File: src/rtl/apb_chk_pkg.sv
// Shared types and helpers for the APB4 protocol checker.
package apb_chk_pkg;

  // Monitor phase for the sample being evaluated.
  typedef enum logic [1:0] {
    StIdle,
    StSetup,
    StAccess
  } chk_state_e;

  // Bit positions inside err_pulse / err_sticky.
  localparam int unsigned ERR_ILLEGAL   = 0;
  localparam int unsigned ERR_UNSTABLE  = 1;
  localparam int unsigned ERR_TIMEOUT   = 2;
  localparam int unsigned ERR_MULTI_SEL = 3;
  localparam int unsigned ERR_STRB_READ = 4;
  localparam int unsigned NUM_ERR       = 5;

  // The capture record is sized for the widest supported bus; narrower buses are zero-extended.
  localparam int unsigned MaxSelW  = 32;
  localparam int unsigned MaxAddrW = 64;
  localparam int unsigned MaxDataW = 128;
  localparam int unsigned MaxStrbW = MaxDataW / 8;

  // Setup-phase fields that must hold steady through the access phase.
  typedef struct packed {
    logic [MaxSelW-1:0]  psel;
    logic [MaxAddrW-1:0] paddr;
    logic                pwrite;
    logic [MaxDataW-1:0] pwdata;
    logic [MaxStrbW-1:0] pstrb;
    logic [2:0]          pprot;
  } setup_t;

  // Increment that sticks at max_val; counters up to 32 bits wide.
  function automatic logic [31:0] sat_inc(input logic [31:0] val, input logic [31:0] max_val);
    return (val >= max_val) ? val : val + 32'd1;
  endfunction

endpackage

File: src/rtl/apb_chk_stats.sv
// Saturating statistics: completed transfers, violation cycles and longest wait run.
module apb_chk_stats
  import apb_chk_pkg::*;
#(
  parameter int unsigned CNT_WIDTH = 16
) (
  input  logic                 clk_i,
  input  logic                 rst_i,
  input  logic                 done_i,
  input  logic                 err_i,
  input  logic [CNT_WIDTH-1:0] wait_i,
  output logic [CNT_WIDTH-1:0] xfer_cnt_o,
  output logic [CNT_WIDTH-1:0] err_cnt_o,
  output logic [CNT_WIDTH-1:0] max_wait_o
);

  localparam logic [31:0] CntMax = 32'({CNT_WIDTH{1'b1}});

  logic [CNT_WIDTH-1:0] xfer_cnt_q, xfer_cnt_d;
  logic [CNT_WIDTH-1:0] err_cnt_q, err_cnt_d;
  logic [CNT_WIDTH-1:0] max_wait_q, max_wait_d;

  // Next-state counters, all saturating at all-ones.
  always_comb begin
    xfer_cnt_d = xfer_cnt_q;
    err_cnt_d  = err_cnt_q;
    max_wait_d = max_wait_q;
    if (done_i) begin
      xfer_cnt_d = CNT_WIDTH'(sat_inc(32'(xfer_cnt_q), CntMax));
      if (wait_i > max_wait_q) max_wait_d = wait_i;
    end
    if (err_i) err_cnt_d = CNT_WIDTH'(sat_inc(32'(err_cnt_q), CntMax));
  end

  // Counter registers.
  always_ff @(posedge clk_i or posedge rst_i) begin
    if (rst_i) begin
      xfer_cnt_q <= '0;
      err_cnt_q  <= '0;
      max_wait_q <= '0;
    end else begin
      xfer_cnt_q <= xfer_cnt_d;
      err_cnt_q  <= err_cnt_d;
      max_wait_q <= max_wait_d;
    end
  end

  assign xfer_cnt_o = xfer_cnt_q;
  assign err_cnt_o  = err_cnt_q;
  assign max_wait_o = max_wait_q;

endmodule

File: config.mk
export PLATFORM = sky130hd
export DESIGN_NAME = apb_chk_stats
export DESIGN_NICKNAME = d
export VERILOG_FILES = /design/src/rtl/apb_chk_pkg.sv /design/src/rtl/apb_chk_stats.sv
export SDC_FILE = /design/constraint.sdc
export NUM_CORES = 1
export LEC_CHECK = 0
export CORE_ASPECT_RATIO = 1.1
export CORE_MARGIN = 4
export CORE_UTILIZATION = 44
export DETAILED_ROUTE_END_ITERATION = 12
export PLACE_DENSITY = 0.73
export REMOVE_ABC_BUFFERS = 1
export SLEW_MARGIN = 10
export SYNTH_ARGS = -nofsm -noshare
export SYNTH_HDL_FRONTEND = slang
export SYNTH_SLANG_ARGS = --single-unit
File: constraint.sdc
create_clock -name clk_i -period 1.9 [get_ports clk_i]
set_input_delay 0.475 -clock clk_i [delete_from_list [all_inputs] [get_ports clk_i]]
set_output_delay 0.475 -clock clk_i [all_outputs]
set_load 0.05 [all_outputs]
**Word level (Yosys, flattened, before mapping)**

Cells that the tools add are included.

- Register bits after elaboration: 48
- Input bits: 20
- Word-level logic and storage cells: 13

- Add/sub/neg operators: 2
- Order comparisons: 3
- Bitwise gates (word level): 2
- Reductions and logical operators: 3

Operator list:

| kind | number |
|---|---|
| $add 16x1->16 const B | 2 |
| $ge 16x16->1 const B | 2 |
| $gt 16x16->1 | 1 |
| $reduce_and 2->1 | 3 |
| $not 1->1 | 2 |

**Longest topological paths before layout**

- Depth after elaboration: 3
- Gate-level depth with buffers: 8
- Mapped depth without buffers: 7

**Worst setup path before layout**

OpenSTA, ideal clock, no wires.

- Path kind: register -> register
- Start: reg max_wait_q[15] (netlist: max_wait_o[15])
- End: reg max_wait_q[0] (netlist: max_wait_o[0])
- Setup time: 125 ps
- Arrival time: 2353 ps
- Slack: -578 ps
- Stages on the path, launching flop included: 8
- Buffers on the path: 1
- Clock period less this slack: 2478 ps
- Cell sequence: dfrtp_1 -> inv_1 -> ha_1 -> nand4_4 -> a2111o_1 -> a31oi_4 -> buf_12 -> mux2_4

- Longest elaborated chain between the ends: 2

Ends and longest elaborated chain:

| element | RTL line | source |
|---|---|---|
| from (decl) | apb_chk_stats.sv:21 | `logic [CNT_WIDTH-1:0] max_wait_q, max_wait_d;` |
| from (signal assigned) | apb_chk_stats.sv:44 | `max_wait_q <= max_wait_d;` |
| $gt 16x16->1 | apb_chk_stats.sv:30 | `if (wait_i > max_wait_q) max_wait_d = wait_i;` |
| $reduce_and 2->1 (no source line) | -- |  |

No other way between the ends.
A chain may end at the register's enable or synchronous reset.

**Worst setup path after layout**

- Start: reg max_wait_q[1] (netlist: max_wait_o[1])
- End: reg max_wait_q[4] (netlist: max_wait_o[4])

Same word-level chain as after synthesis.

==> flow_summary_export.csv <==
group,metric,value,unit
global_route,grt_pass1_vias,2180,
sta,fin_skew,0.01100,ns
clock_tree,clock_path_buffers,2,
setup_path,path_max_fanout,6,
die,core.rowCount,28,
synth,yosys.area.top_type,"dfrtp_1",
detailed_routing,wirelength,6034,µm
place,port_buffers,67,
finish,finalCoreUtilization,0.6802,
synth,synthCells,232,
setup_path,cp.required,2.09,ns
setup_path,cp-start-kind,"flop",
finish,nets,382,
detailed_routing,drt_iter0_drc,67,
die,die_height,88.31,µm
clock_tree,ctsHoldBuffers,0,
clock_tree,cts_sinks,48,
sta,max_slew_margin,0.7297,
power,ir_drop,1102,µV
setup_path,crit_path_end_kind,"flop",
global_route,grt_max_degree,49,
sta,whs,0.5041,ns
setup_path,crit_type,"flop to flop",
synth,ys_top_cells_by_area,"dfrtp_1 47%, ha_1 8.7%, mux2_4 5.8%",
detailed_routing,ant_nets,0,
detailed_routing,first_pass_iters,4,
global_route,grt_pass1_wl,10040,µm
synth,yosysTopAreaCellShare,0.4656,
outcome,status,"finished with violations",
detailed_routing,drcViolationCount,0,
power,leakage,1.849,nW
sta,max_freq,452.9,MHz
synth,avgSynthCellArea,11.12,µm²
setup_path,arrival,2.40,ns
place,dp_worst_setup_slack,-0.8506,ns
clock_tree,cts_tree,"done",
detailed_routing,vias_per_cell,5.195,
die,fp.dieArea,7154,µm²
synth,ys_seq_area_frac,0.4656,
die,ios,68,
detailed_routing,wire_per_inst,14.37,µm
synth,ys_types,34,
sta,setup_viol_count_final,16,
die,floorplan.initialDensity,0.4661,
hold_path,hold_path_class,"flop to flop",
place,dp_hpwl,4528,µm
clock_tree,cts.clk_slew.worst_paths,0.09,ns
finish,drive_above_1_share,0.3855,
finish,stdcell_count,420,
sta,setup_slack,-0.3079,ns
sta,tightest_slew,0.4011,ns
die,core,5535,µm²
detailed_routing,vias,2182,
global_route,grt_use_total,0.1801,
sta,final.min_clock_period,2.208,ns
finish,num_antenna_cells,0,
clock_tree,h-tree-depth,2,
synth,syn-cell-area,2580,µm²
place,gp_congestion,0.8455,
finish,nFillCells,455,
die,die_width,81.01,µm
clock_tree,insertion_delay,0.30,ns
job,cap_violations,0,
synth,synth_warnings,0,
place,placed_area,3500,µm²
power,cellPowerDensity,1630,nW/µm²
sta,finalHoldViolations,0,
synth,synth.ff_latch_count,48,
clock_tree,cts-root-buf,"clkbuf_8",
global_route,overflow,0,
sta,fin_crit_sh,1.162,
sta,drv_slew,0,
finish,post-route-cell-area,3765,µm²
finish,area_delta_synth_final,45.93,%
global_route,antenna_found_initial,0,
place,placedCellCount,408,
sta,rsz0062_at_grt,"yes",
outcome,violations,"negative setup slack",
clock_tree,cts_inserted_buffers,5,
==> report_power, final <==
| group | total [W] | switching [W] | leakage, nW | internal, W |
|---|---|---|---|---|
| Sequential | 0.00164 | 0.000294 | 0.603 | 0.00135 |
| Combinational | 0.00371 | 0.00209 | 1.19 | 0.00162 |
| Clock | 0.000784 | 0.000353 | 0.0614 | 0.000431 |
==> final timing paths <==
check,to,from,slack [ns],depth (start not counted)
worst min register to register,err_cnt_o[13],err_cnt_o[13],0.50,1
worst max-delay path,max_wait_o[4],max_wait_o[1],-0.31,9
min in group asynchronous,xfer_cnt_o[7],rst_i,0.53,3
worst max register to register,max_wait_o[4],max_wait_o[1],-0.31,9
worst min-delay path,err_cnt_o[13],err_cnt_o[13],0.50,1
max in group asynchronous,xfer_cnt_o[6],rst_i,1.16,3
==> timing repair <==
action                                  4_1_cts  5_1_grt
setup buffers                                 4        0
pin swaps                                    16        2
cloned                                        1        0
gates resized for setup                      38        2
endpoints found under the setup margin       16       18
==> cell type report <==
cell class / count / area, µm² / area share
Inverter: 19 / 71.32 / 0.01894
Clock inverter: 2 / 38.79 / 0.01030
Multi-Input combinational cell: 162 / 1398 / 0.3712
Timing Repair Buffer: 108 / 879.6 / 0.2336
Sequential cell: 48 / 1201 / 0.3190
Tap cell: 75 / 93.84 / 0.02493
Clock buffer: 6 / 82.58 / 0.02193
==> metal layers <==
layer / GRT usage / wire length [µm]
met1: 0.2179 / 2540
met2: 0.3308 / 3137
met3: 0.03259 / 274
met4: 0.04147 / 81
met5: 0 / 0
==> synthesized netlist by cell type (all sizes together) <==
master   count
nand2       15
xnor2       14
o211ai       1
dfrtp       48
clkbuf       2
buf          1
mux2i        1
inv         19
ha          18
nand4       14
nor4b        1
mux2        19
nor2        14
xor2         7
and4         3
a21oi        9
nor2b        1
and3         9
o21ai        2
nor3b        1
a31o         1
o41ai        1
nand2b       1
a2111o       1
a41oi        2
o21a         2
nand3       14
a2bb2oi      1
nor3         6
nor4         1
a31oi        3
==> flip-flops by register name, indices dropped and copies added, names as in the netlist <==
signal	flops
err_cnt_o	16
max_wait_o	16
xfer_cnt_o	16
==> kinds of logic (layout without fill, tap and decap cells) <==
family | count (synthesis) | count (layout) | share of synthesized area
AO/OA/AOI/OAI | 23 | 23 | 0.06741
XOR/XNOR | 21 | 21 | 0.07129
adder cells (fa/ha/maj) | 18 | 18 | 0.08730
buffers and inverters | 22 | 135 | 0.03831
flip-flops | 48 | 48 | 0.4656
multiplexers | 20 | 20 | 0.1014
AND/OR/NAND/NOR | 80 | 80 | 0.1688
==> cells in the final DEF (no fill, tap or decap), types with 2 or more instances in the layout <==
cell type,n
a21oi_1,9
a31oi_1,2
a41oi_1,2
and3_1,9
and4_1,3
buf_12,2
buf_4,84
buf_6,2
clkbuf_8,6
clkdlybuf4s50_1,3
dfrtp_1,48
dlygate4sd2_1,15
ha_1,11
ha_4,6
inv_1,17
inv_2,2
mux2_2,3
mux2_4,16
nand2_1,15
nand3_1,14
nand4_1,13
nor2_1,14
nor3_1,4
nor3_2,2
o21a_1,2
o21ai_0,2
xnor2_1,14
xor2_1,7
==> per-stage QoR <==
step | TNS (ns) | power, W
after floorplan | -11.11 | 0.003816
after CTS | -5.498 | 0.006220
after global placement | -12.03 | 0.005031
after detailed placement | -13.50 | 0.005113
final | -4.439 | 0.006138
after global routing | -5.611 | 0.006492
==> critical path, stage by stage (launching register included) <==
cell and delay [ns]:
dfrtp_1 0.38, inv_2 0.05, ha_4 0.26, nor2b_4 0.14
o211ai_1 0.10, a2111o_1 0.42, a31oi_4 0.18, buf_6 0.14
buf_8 0.12, mux2_4 0.30
Power figures use the tool's default switching activity.
